===== config.mk =====
export PLATFORM = sky130hd
export DESIGN_NAME = uart_tx_cfg
export DESIGN_NICKNAME = d
export VERILOG_FILES = /design/src/rtl/uart_pkg.sv /design/src/rtl/uart_bit_timer.sv /design/src/rtl/uart_tx_cfg.sv
export SDC_FILE = /design/constraint.sdc
export NUM_CORES = 1
export LEC_CHECK = 0
export CAP_MARGIN = 20
export CORE_ASPECT_RATIO = 2
export CORE_MARGIN = 2
export CORE_UTILIZATION = 43
export DETAILED_ROUTE_END_ITERATION = 16
export SYNTH_ARGS = -nofsm -noshare
export SYNTH_HDL_FRONTEND = slang
export SYNTH_HIERARCHICAL = 1
export SYNTH_SLANG_ARGS = --single-unit

===== constraint.sdc =====
create_clock -name clk -period 2.8 [get_ports clk]
set_clock_uncertainty 0.1 [all_clocks]
set_input_delay 0.28 -clock clk [delete_from_list [all_inputs] [get_ports clk]]
set_output_delay 0.28 -clock clk [all_outputs]
set_load 0.1 [all_outputs]

===== src/rtl/uart_pkg.sv =====
// Shared definitions for the configurable UART transmitter: FSM states,
// parity-mode codes and the width of the data-bits configuration field.
package uart_pkg;

    localparam int CFG_DBITS_W = 4;
    localparam logic [CFG_DBITS_W-1:0] MIN_DBITS = 4'd5;

    typedef enum logic [2:0] {
        ST_IDLE,
        ST_START,
        ST_DATA,
        ST_PARITY,
        ST_STOP
    } state_t;

    localparam logic [1:0] PAR_NONE  = 2'b00;
    localparam logic [1:0] PAR_EVEN  = 2'b01;
    localparam logic [1:0] PAR_ODD   = 2'b10;
    localparam logic [1:0] PAR_NONE2 = 2'b11;

    // Out-of-range data-bit requests fall back to the full word width.
    function automatic logic [CFG_DBITS_W-1:0] eff_dbits(
        input logic [CFG_DBITS_W-1:0] cfg,
        input logic [CFG_DBITS_W-1:0] max_bits
    );
        if ((cfg < MIN_DBITS) || (cfg > max_bits)) return max_bits;
        return cfg;
    endfunction

endpackage


===== src/rtl/uart_bit_timer.sv =====
// Counts oversample ticks and flags the tick that closes a bit period.
module uart_bit_timer #(
    parameter int OVERSAMPLE = 16
) (
    input  logic clk,
    input  logic reset_n,
    input  logic i_clear,
    input  logic i_b_tick,
    output logic o_bit_end
);

    localparam int CNT_W = $clog2(OVERSAMPLE);
    localparam logic [CNT_W-1:0] LAST = CNT_W'(OVERSAMPLE - 1);

    logic [CNT_W-1:0] r_cnt;

    // NOTE: sequential state always uses non-blocking assignment so every
    // register samples values from before the edge.
    always_ff @(posedge clk or negedge reset_n) begin
        if (!reset_n) begin
            r_cnt <= '0;
        end else if (i_clear) begin
            r_cnt <= '0;
        end else if (i_b_tick) begin
            r_cnt <= (r_cnt == LAST) ? '0 : r_cnt + 1'b1;
        end
    end

    assign o_bit_end = i_b_tick && (r_cnt == LAST);

endmodule


===== src/rtl/uart_tx_cfg.sv =====
// Configurable UART transmitter: 5..DATA_W data bits, optional parity,
// one or two stop bits; configuration is captured with each accepted word.
module uart_tx_cfg
    import uart_pkg::*;
#(
    parameter int DATA_W     = 8,
    parameter int OVERSAMPLE = 16
) (
    input  logic                   clk,
    input  logic                   reset_n,
    input  logic                   b_tick,
    input  logic                   tx_valid,
    output logic                   tx_ready,
    input  logic [DATA_W-1:0]      d_in,
    input  logic [CFG_DBITS_W-1:0] cfg_dbits,
    input  logic [1:0]             cfg_parity,
    input  logic                   cfg_stop2,
    output logic                   tx_done,
    output logic                   tx_busy,
    output logic                   tx
);

    localparam logic [CFG_DBITS_W-1:0] MAX_DBITS = CFG_DBITS_W'(DATA_W);

    state_t                 r_state, w_state_next;
    logic [DATA_W-1:0]      r_shift, w_shift_next;
    logic [CFG_DBITS_W-1:0] r_bit_cnt, w_bit_cnt_next;
    logic [CFG_DBITS_W-1:0] r_dbits;
    logic                   r_par_en, r_par_bit, r_stop2;
    logic                   r_tx, w_tx_next;
    logic                   w_accept, w_bit_end, w_done, w_data_par;
    logic [CFG_DBITS_W-1:0] w_dbits_eff;

    assign w_accept    = (r_state == ST_IDLE) && tx_valid;
    assign w_dbits_eff = eff_dbits(cfg_dbits, MAX_DBITS);

    uart_bit_timer #(.OVERSAMPLE(OVERSAMPLE)) u_timer (
        .clk      (clk),
        .reset_n  (reset_n),
        .i_clear  (w_accept),
        .i_b_tick (b_tick && (r_state != ST_IDLE)),
        .o_bit_end(w_bit_end)
    );

    // Parity is resolved at acceptance over only the bits that will be sent.
    always_comb begin
        w_data_par = 1'b0;
        for (int i = 0; i < DATA_W; i++) begin
            if (i < int'(w_dbits_eff)) w_data_par = w_data_par ^ d_in[i];
        end
    end

    // NOTE: every combinational output gets a default first so no path
    // through the case statement can infer a latch.
    always_comb begin
        w_state_next   = r_state;
        w_shift_next   = r_shift;
        w_bit_cnt_next = r_bit_cnt;
        w_tx_next      = r_tx;
        w_done         = 1'b0;
        case (r_state)
            ST_IDLE: begin
                w_tx_next = 1'b1;
                if (tx_valid) begin
                    w_state_next   = ST_START;
                    w_shift_next   = d_in;
                    w_bit_cnt_next = '0;
                    w_tx_next      = 1'b0;
                end
            end
            ST_START: begin
                if (w_bit_end) begin
                    w_state_next = ST_DATA;
                    w_tx_next    = r_shift[0];
                end
            end
            ST_DATA: begin
                if (w_bit_end) begin
                    w_shift_next = r_shift >> 1;
                    if (r_bit_cnt == r_dbits - 1'b1) begin
                        w_bit_cnt_next = '0;
                        w_state_next   = r_par_en ? ST_PARITY : ST_STOP;
                        w_tx_next      = r_par_en ? r_par_bit : 1'b1;
                    end else begin
                        w_bit_cnt_next = r_bit_cnt + 1'b1;
                        w_tx_next      = w_shift_next[0];
                    end
                end
            end
            ST_PARITY: begin
                if (w_bit_end) begin
                    w_state_next = ST_STOP;
                    w_tx_next    = 1'b1;
                end
            end
            ST_STOP: begin
                if (w_bit_end) begin
                    if (r_stop2 && (r_bit_cnt == '0)) begin
                        w_bit_cnt_next = 1;
                    end else begin
                        w_done         = 1'b1;
                        w_bit_cnt_next = '0;
                        w_state_next   = ST_IDLE;
                        w_tx_next      = 1'b1;
                    end
                end
            end
            default: begin
                w_state_next = ST_IDLE;
                w_tx_next    = 1'b1;
            end
        endcase
    end

    always_ff @(posedge clk or negedge reset_n) begin
        if (!reset_n) begin
            r_state   <= ST_IDLE;
            r_shift   <= '0;
            r_bit_cnt <= '0;
            r_tx      <= 1'b1;
        end else begin
            r_state   <= w_state_next;
            r_shift   <= w_shift_next;
            r_bit_cnt <= w_bit_cnt_next;
            r_tx      <= w_tx_next;
        end
    end

    always_ff @(posedge clk or negedge reset_n) begin
        if (!reset_n) begin
            r_dbits   <= '0;
            r_par_en  <= 1'b0;
            r_par_bit <= 1'b0;
            r_stop2   <= 1'b0;
        end else if (w_accept) begin
            r_dbits   <= w_dbits_eff;
            r_par_en  <= (cfg_parity == PAR_EVEN) || (cfg_parity == PAR_ODD);
            r_par_bit <= (cfg_parity == PAR_ODD) ? ~w_data_par : w_data_par;
            r_stop2   <= cfg_stop2;
        end
    end

    assign tx_ready = (r_state == ST_IDLE);
    assign tx_busy  = ~tx_ready;
    assign tx_done  = w_done;
    assign tx       = r_tx;

endmodule


After elaboration in Yosys (flattened, before gate mapping). Cells that the tools add are included. Widths: inputs -> output; s select.

Mux-type cells: 45. $lt $le $gt $ge: 10. Add/subtract/negate cells: 3. Div/mod/pow operators: 0. $mul: 0. Shift-type cells: 0. Equality and inequality tests: 15. Reductions and logical operators: 16. Bitwise operators: 9.

Operators with widths (number): $mux 4 (9); $mux 3 (8); $mux 1 (22); $lt 3x4->1 const A (4); $mux 8 (2); $pmux 8 s2 (1); $pmux 3 s5 (1); $pmux 4 s3 (1); $add 4x1->4 const B (2); $lt 1x4->1 const A (2); $lt 2x4->1 const A (2); $ne 2x1->1 const B (4); $reduce_and 7->1 (1); $xor 1x1->1 (7); $eq 3x2->1 const B (2); $ne 2x2->1 const B (3); $reduce_bool 3->1 (2); $pmux 1 s5 (1); $reduce_and 5->1 (1); $eq 4x4->1 (1); $eq 4x4->1 const B (1); $gt 4x4->1 const B (1); $logic_and 1x1->1 (4); $logic_not 4->1 (1); 12 further kinds (15).

Latch bits: 0. Memory bits (read-only): 0. Output and inout bits: 4. Register bits after elaboration: 27. Memories kept: 0. Logic and storage cells: 107. Input bits: 19. Bits in writable memories: 0.

Longest topological paths before layout. Gate-level depths: netlist (run 1).

Depth after elaboration: 22. Depth in mapped cells: 11. Depth with buffers taken out: 9.

Hierarchy. Netlist (run 1), hierarchy kept.

By module, submodules not included: uart_tx_cfg (instances 1, seq. area each 576.8 µm², cells each 164, area each 1602.8 µm²); uart_bit_timer (instances 1, seq. area each 100.1 µm², cells each 21, area each 201.4 µm²).

Worst setup path before layout (run 1). No wires, ideal clock.

Path kind: register to output. Start point: register r_state[2]. End point: output port tx_done. Required time: 2.420 ns. Slack: -1.054 ns. Stages on the path, launching flop included: 9. Arrival: 3.474 ns. Path buffers: 2. Path through: dfrtp_1 buf_1 or3_1 and2_1 nand2_2 nor2_1 buf_2 nand2_1 nor2_1.

Word-level cells in the longest chain between the ends: 5. Elaborated cells between the ends (all ways): 6. Classes of those cells: eq/ne (1); mux (2); reduce/logical (3).

Ends and longest elaborated chain: from (decl) (line uart_tx_cfg.sv:25) `state_t r_state, w_state_next;`; from (signal assigned) (line uart_tx_cfg.sv:122) `r_state <= w_state_next;`; $reduce_bool 3->1 (line uart_tx_cfg.sv:41) `.i_b_tick (b_tick && (r_state != ST_IDLE)),`; $logic_and 1x1->1 (line uart_tx_cfg.sv:41); $logic_and 1x1->1 (line uart_bit_timer.sv:29) `assign o_bit_end = i_b_tick && (r_cnt == LAST);`; net w_bit_end (line uart_tx_cfg.sv:31) `logic w_accept, w_bit_end, w_done, w_data_par;`; $mux 1 (line uart_tx_cfg.sv:97) `if (w_bit_end) begin`; $mux 1 (line uart_tx_cfg.sv:61) `case (r_state)`; to (decl) (line uart_tx_cfg.sv:18) `output logic tx_done,`.

The timed path passes the listed nets, and every way through them passes these cells.

Final worst setup path (run 1).
Start point: register r_state[1]. End point: output port tx_done.

The elaborated chain is that of the path after synthesis.

==> results of run 1 <==
-- final cells by class --
type                            count  area (um^2)  share of cell area
Tap cell                           52        65.06             0.03057
Clock inverter                      1        7.507            0.003527
Clock buffer                        3        41.29             0.01940
Multi-Input combinational cell    142         1047              0.4921
Sequential cell                    27        676.9              0.3180
Timing Repair Buffer               25        245.2              0.1152
Inverter                           10        45.04             0.02116
-- flip-flops by register name, indices dropped and copies added (netlist names), 3 cells and up --
name           count
r_dbits            4
r_bit_cnt          4
u_timer/r_cnt      4
r_shift            8
r_state            3
-- cells in the mapped netlist (3+ instances only) --
| master | n |
|---|---|
| a21oi_1 | 8 |
| a22o_1 | 3 |
| buf_6 | 3 |
| dfrtp_1 | 26 |
| ha_1 | 5 |
| inv_1 | 8 |
| mux2i_1 | 10 |
| nand2_1 | 24 |
| nand2b_1 | 5 |
| nand3_1 | 3 |
| nor2_1 | 10 |
| o21ai_0 | 6 |
| o21ai_1 | 7 |
| o21ai_2 | 6 |
| or3_1 | 4 |
| xnor2_1 | 6 |
| xor2_1 | 4 |
-- logic make-up (layout without fill, tap and decap cells) --
kind of cell | count (synthesis) | in the layout | share of synthesized area
adder cells (fa/ha/maj) | 5 | 5 | 0.03467
XOR/XNOR | 13 | 13 | 0.07905
multiplexers | 11 | 11 | 0.06172
AO/OA/AOI/OAI | 46 | 46 | 0.1879
AND/OR/NAND/NOR | 67 | 67 | 0.2101
buffers and inverters | 16 | 39 | 0.05131
flip-flops | 27 | 27 | 0.3752
-- power breakdown --
part / internal [mW] / switching [mW] / total [mW]
sequential: 0.544 / 0.146 / 0.690
combinational: 0.355 / 0.481 / 0.836
clock: 0.101 / 0.131 / 0.232
-- routing by layer --
metal | routed length [um] | track usage | vias up
met3 | 90 | 0.01724 | 4
met2 | 2178 | 0.3433 | 28
met5 | 0 | 0 | -
met1 | 1404 | 0.1738 | 698
li1 | - | - | 695
met4 | 57 | 0.07870 | 0
-- final timing paths --
| path | startpoint | end | slack [ns] | cells after the start |
|---|---|---|---|---|
| setup reg to reg | r_state[1] | r_state[2] | 0.38 | 9 |
| setup / recovery | r_state[1] | tx_done | 0.32 | 7 |
| max in group asynchronous | reset_n | tx | 2.03 | 2 |
| hold / removal | reset_n | u_timer/r_cnt[2] | 0.26 | 2 |
| min in group clk | r_shift[3] | r_shift[3] | 0.39 | 2 |
| hold reg to reg | r_shift[3] | r_shift[3] | 0.39 | 2 |
-- cell usage in the layout (no fill, tap or decap), drive strengths merged, types with 2 or more instances in the layout --
| cell | instances |
|---|---|
| a21boi | 2 |
| or3 | 4 |
| a21oi | 9 |
| nor3 | 3 |
| clkdlybuf4s50 | 18 |
| nand4bb | 2 |
| buf | 7 |
| clkbuf | 3 |
| nand3 | 4 |
| xor2 | 4 |
| a22o | 3 |
| ha | 5 |
| nand2 | 25 |
| o31ai | 2 |
| inv | 10 |
| or2 | 2 |
| and3b | 2 |
| nor2 | 11 |
| dfrtp | 26 |
| nand2b | 6 |
| mux2i | 10 |
| o21ai | 19 |
| xnor2 | 8 |
| nor2b | 3 |
| a32oi | 2 |
| nor3b | 2 |
-- through the flow --
stage            util  hold WS (ns)  worst slack, ns
6_report       0.5260        0.2646           0.3193
5_1_grt        0.5260        0.3008           0.1708
4_1_cts        0.5260        0.2720           0.3499
3_5_place_dp   0.5139        0.3704           0.4490
3_3_place_gp   0.5139        0.3612           0.5138
2_1_floorplan       -       -0.1156           0.1304
==> qor.csv, run 1 <==
stage;metric;value;unit
placed_design;dpl.cell_count;256;
clock_tree;cts.path.max_buffers;2;
yosys;synth_top_area_frac;0.3606;
yosys;async_reset_ff_frac;1.000;
grt;first_global_vias;1444;
critical_path;end_kind;output port;
yosys;synth_edf_count;0;
final_layout;syn_to_final_growth;17.96;%
final_layout;drive_above_1_share;0.1923;
sta;tns;0;ns
sta;hold_violations;0;
routing;antenna_left;0;
routing;firstDrtPassIters;4;
yosys;syn-num-nets;209;
critical_path;cp_slowest_stage_delay;0.56;ns
critical_path;worst-path-buf-inv;1;
clock_tree;htreeDepth;1;
yosys;synth-main-ff-cell;dfrtp_1;
clock_tree;hold_buffers;0;
clock_tree;clock_sinks;27;
yosys;synth_cells;185;
pwr;power.total;1.758;mW
final_layout;fin_nets;233;
placed_design;place_area;0.002079;mm^2
clock_tree;cts.clk_slew.worst_paths;0.10;ns
floorplan;core;0.004046;mm^2
floorplan;ioPinCount;23;
final_layout;antenna_cells;0;
placed_design;gp_congestion;0.8310;
hold_path;hold_class;input port to async pin;
routing;drt_iter0_drc;27;
job;drv_cap;0;
sta;timing.fmax;403.1;MHz
floorplan;start_util;0.4459;
pwr;vdd_drop_max;393.7;uV
clock_tree;cts-root-buf;clkbuf_8;
sta;finalMaxSlewViolations;0;
clock_tree;cts_setup_buffers;0;
pwr;leakagePower;0.8782;nW
sta;rsz0062_at_grt;no;
final_layout;design_area;0.002128;mm^2
critical_path;critPathRequiredTime;2.42;ns
floorplan;die_x;49.81;um
routing;wl_per_cell;14.35;um
critical_path;worstSetupPathType;flip-flop to output port;
sta;worst_pin_slew;0.4930;ns
yosys;ys_types;55;
routing;via_per_inst;5.481;
yosys;synth_seq_area_share;0.3752;
status;outcome;completed;
clock_tree;clock_latency;0.28;ns
critical_path;cp-start-kind;flip-flop;
routing;wl;3.730;mm
critical_path;crit_chain;or3_4 > and2_1 > nand2_2 > nor2_1 > nand2_1 > nor2_4 > buf_12;
yosys;synth-seq-cells;27;
clock_tree;cts_tree;yes;
grt;grt_pass1_wl;6.354;mm
sta;slew-limit-headroom;0.6713;
final_layout;fill_cells;432;
yosys;ys_warn_count;6;
clock_tree;cts-resized-gates;0;
routing;vias;1425;
routing;drc_errors;0;
placed_design;hpwl;2.938;mm
critical_path;critical-path-top-delay-family;simple AND/OR/NAND/NOR gates;
critical_path;critical-path-slowest-cell;dfrtp_1;
grt;antenna_found_initial;0;
clock_tree;cts_buffers;3;
sta;finalCritPeriodShare;0.8860;
critical_path;crit_fanout;12;
grt;grt.total_usage;0.1728;
sta;setup_viol;0;
floorplan;rows;33;
floorplan;die_area;0.004762;mm^2
yosys;synth_area;0.001804;mm^2
pwr;pwr_density_cell;826.0;mW/mm^2
placed_design;port_buffers;22;
critical_path;cp.arrival;2.10;ns
final_layout;stdcell_count;260;
yosys;synth_area_leaders;dfrtp_1 36%, mux2i_1 5.5%, nand2_1 5.0%, ha_1 3.5%, o21ai_2 2.9%;
yosys;yosysTopAreaCell;dfrtp_1;
grt;overflow;0;
yosys;syn_avg_cell_area;9.753;um^2
grt;grt_max_degree;28;
sta;period_needed;2.481;ns
floorplan;chipHeight;95.61;um
Note: power is estimated with default switching activity, not from simulation.
==> inputs of run 2 (changes only) <==
REMOVE_ABC_BUFFERS = 1   (was not set)
==> run 2 against run 1 <==
Global-route usage is 0.43 points lower. Sequential power about the same. Flip-flop and latch count is the same. Non-clock buffer count did not move. Core utilization decreased by 0.40 points. Register-to-register slack got worse by 0.07 ns. First-iteration DRC count decreased by 81%. Fmax is 1.1% lower. Combinational power barely moved. Largest cell class unchanged. Largest power group unchanged.
==> qor.csv, run 2 (synthesis gave the netlist of run 1 again) <==
stage;metric;value;unit;change
critical_path;worst-path-buf-inv;1;;unchanged
final_layout;final_common_cell;dfrtp_1;;
sta;period_needed;2.507;ns;+0.02653 ns
floorplan;ioPinCount;23;;unchanged
grt;grt.total_usage;0.1685;;-0.004298
routing;vias;1376;;-3.4%
routing;drc_errors;0;;unchanged
clock_tree;cts-root-buf;clkbuf_8;;
pwr;pwr_density_cell;825.8;mW/mm^2;about the same
job;drv_cap;0;;unchanged
final_layout;antenna_cells;0;;unchanged
final_layout;fin_util;0.5220;;-0.004020
clock_tree;cts-resized-gates;0;;unchanged
clock_tree;cts_tree;yes;;
placed_design;port_buffers;22;;unchanged
final_layout;stdcell_count;260;;unchanged
sta;slew-limit-headroom;0.6504;;-0.02090
grt;grt_pass1_wl;6.223;mm;-2.1%
clock_tree;cts_buffers;3;;unchanged
clock_tree;clock_sinks;27;;unchanged
sta;rsz0062_at_grt;no;;
final_layout;top_register;r_shift;;
final_layout;fill_cells;408;;-5.6%
clock_tree;cts.path.max_buffers;2;;unchanged
sta;whs;0.2731;ns;+0.008572 ns
sta;hold_violations;0;;unchanged
hold_path;hold_class;input port to async pin;;
floorplan;core;0.004046;mm^2;unchanged
floorplan;rows;33;;unchanged
routing;firstDrtPassIters;4;;unchanged
final_layout;layout_common_cells;26 x dfrtp_1, 24 x nand2_1, 18 x clkdlybuf4s50_1;;
critical_path;end_kind;output port;;
pwr;vdd_drop_max;401.7;uV;+2.0%
status;outcome;completed;;
critical_path;cp_slowest_stage_delay;0.54;ns;-0.02 ns
final_layout;drive_above_1_share;0.1779;;-0.01442
critical_path;cp.arrival;2.13;ns;+0.03 ns
pwr;leakagePower;0.8776;nW;about the same
routing;via_per_inst;5.292;;-3.4%
placed_design;gp_congestion;0.8156;;-1.9%
placed_design;hpwl;2.851;mm;-2.9%
critical_path;worstSetupPathType;flip-flop to output port;;
critical_path;critical-path-top-delay-family;simple AND/OR/NAND/NOR gates;;
critical_path;crit_chain;or3_1 > and2_1 > nand2_2 > nor2_1 > nand2_1 > nor2_1 > buf_12;;
grt;overflow;0;;unchanged
floorplan;die_area;0.004762;mm^2;unchanged
final_layout;fin_nets;233;;unchanged
floorplan;die_x;49.81;um;unchanged
routing;antenna_left;0;;unchanged
routing;wl_per_cell;13.70;um;-4.5%
sta;setup_viol;0;;unchanged
final_layout;largest_register_ffs;8;;unchanged
grt;antenna_found_initial;0;;unchanged
floorplan;chipHeight;95.61;um;unchanged
floorplan;start_util;0.4459;;unchanged
placed_design;dpl.cell_count;256;;unchanged
clock_tree;clock_latency;0.27;ns;about the same
critical_path;crit_fanout;12;;unchanged
critical_path;cp-start-kind;flip-flop;;
final_layout;syn_to_final_growth;17.06;%;
critical_path;cpMostUsedCell;nor2_1;;
critical_path;critical-path-slowest-cell;dfrtp_1;;
routing;drt_iter0_drc;5;;-81%
routing;wl;3.563;mm;-4.5%
clock_tree;htreeDepth;1;;unchanged
pwr;power.total;1.744;mW;-0.79%
sta;finalCritPeriodShare;0.8954;;+0.009476
grt;first_global_vias;1410;;-2.4%
clock_tree;cts.clk_slew.worst_paths;0.09;ns;about the same
clock_tree;cts_setup_buffers;0;;unchanged
sta;finalMaxSlewViolations;0;;unchanged
sta;worst_pin_slew;0.5244;ns;+0.03135 ns
sta;timing.fmax;398.9;MHz;-1.1%
clock_tree;hold_buffers;0;;unchanged
critical_path;critPathRequiredTime;2.42;ns;about the same
grt;grt_max_degree;28;;unchanged
## run 2: changes by cell type in the layout (fill, tap and decap cells not counted)
cell / change
or3_4: -1
clkbuf_1: +1
nor2_1: +1
nor2_4: -1
or3_1: +1
clkinvlp_4: -1
## run 2: power breakdown
group	leakage (nW)	internal (mW)	switching [mW]
registers	0.339	0.544	0.145
clock network	0.0228	0.102	0.116
logic	0.516	0.350	0.487
## run 2: final timing paths
path                                  from          endpoint  slack [ns]  depth (start not counted)
min in group clk                r_shift[2]        r_shift[2]        0.38                          2
worst min register to register  r_shift[2]        r_shift[2]        0.38                          2
worst max register to register  r_state[0]      r_bit_cnt[3]        0.31                         10
worst min-delay path               reset_n  u_timer/r_cnt[2]        0.27                          2
max in group asynchronous          reset_n                tx        2.03                          2
worst max-delay path            r_state[1]           tx_done        0.29                          7
## run 2: worst reg2reg max path, stage by stage (launching register included)
cell and delay, ns:
dfrtp_1 0.48, or3_1 0.42, and2_1 0.24, nand2_2 0.11
nor2_1 0.10, buf_4 0.17, nand2_1 0.06, nand2_1 0.06
o21ai_2 0.29, o21ai_0 0.15, a22o_1 0.20
## run 2: layer usage
metal  vias to the layer above  part of all wire  track usage
met2                        24              0.57       0.3322
met3                         8             0.022      0.01724
met5                         -                 0            0
li1                        690                 -            -
met1                       654              0.39       0.1737
met4                         0             0.021      0.07176
## run 2: layout make-up
class | instances | area [um^2] | area share
tap | 52 | 65.06 | 0.03081
multi-input combinational | 142 | 1035 | 0.4899
inverter | 10 | 45.04 | 0.02133
sequential | 27 | 676.9 | 0.3205
clock buffer | 4 | 45.04 | 0.02133
timing repair buffer | 25 | 245.2 | 0.1161
## run 2: stage by stage
stage	TNS (ns)	setup slack, ns	instance area (um^2)
final	0	0.2928	2112
after global routing	0	0.1306	2112
after CTS	0	0.2655	2112
after detailed placement	0	0.3354	2067
after global placement	0	0.4220	2067
after floorplan	-2.654	-1.115	1757
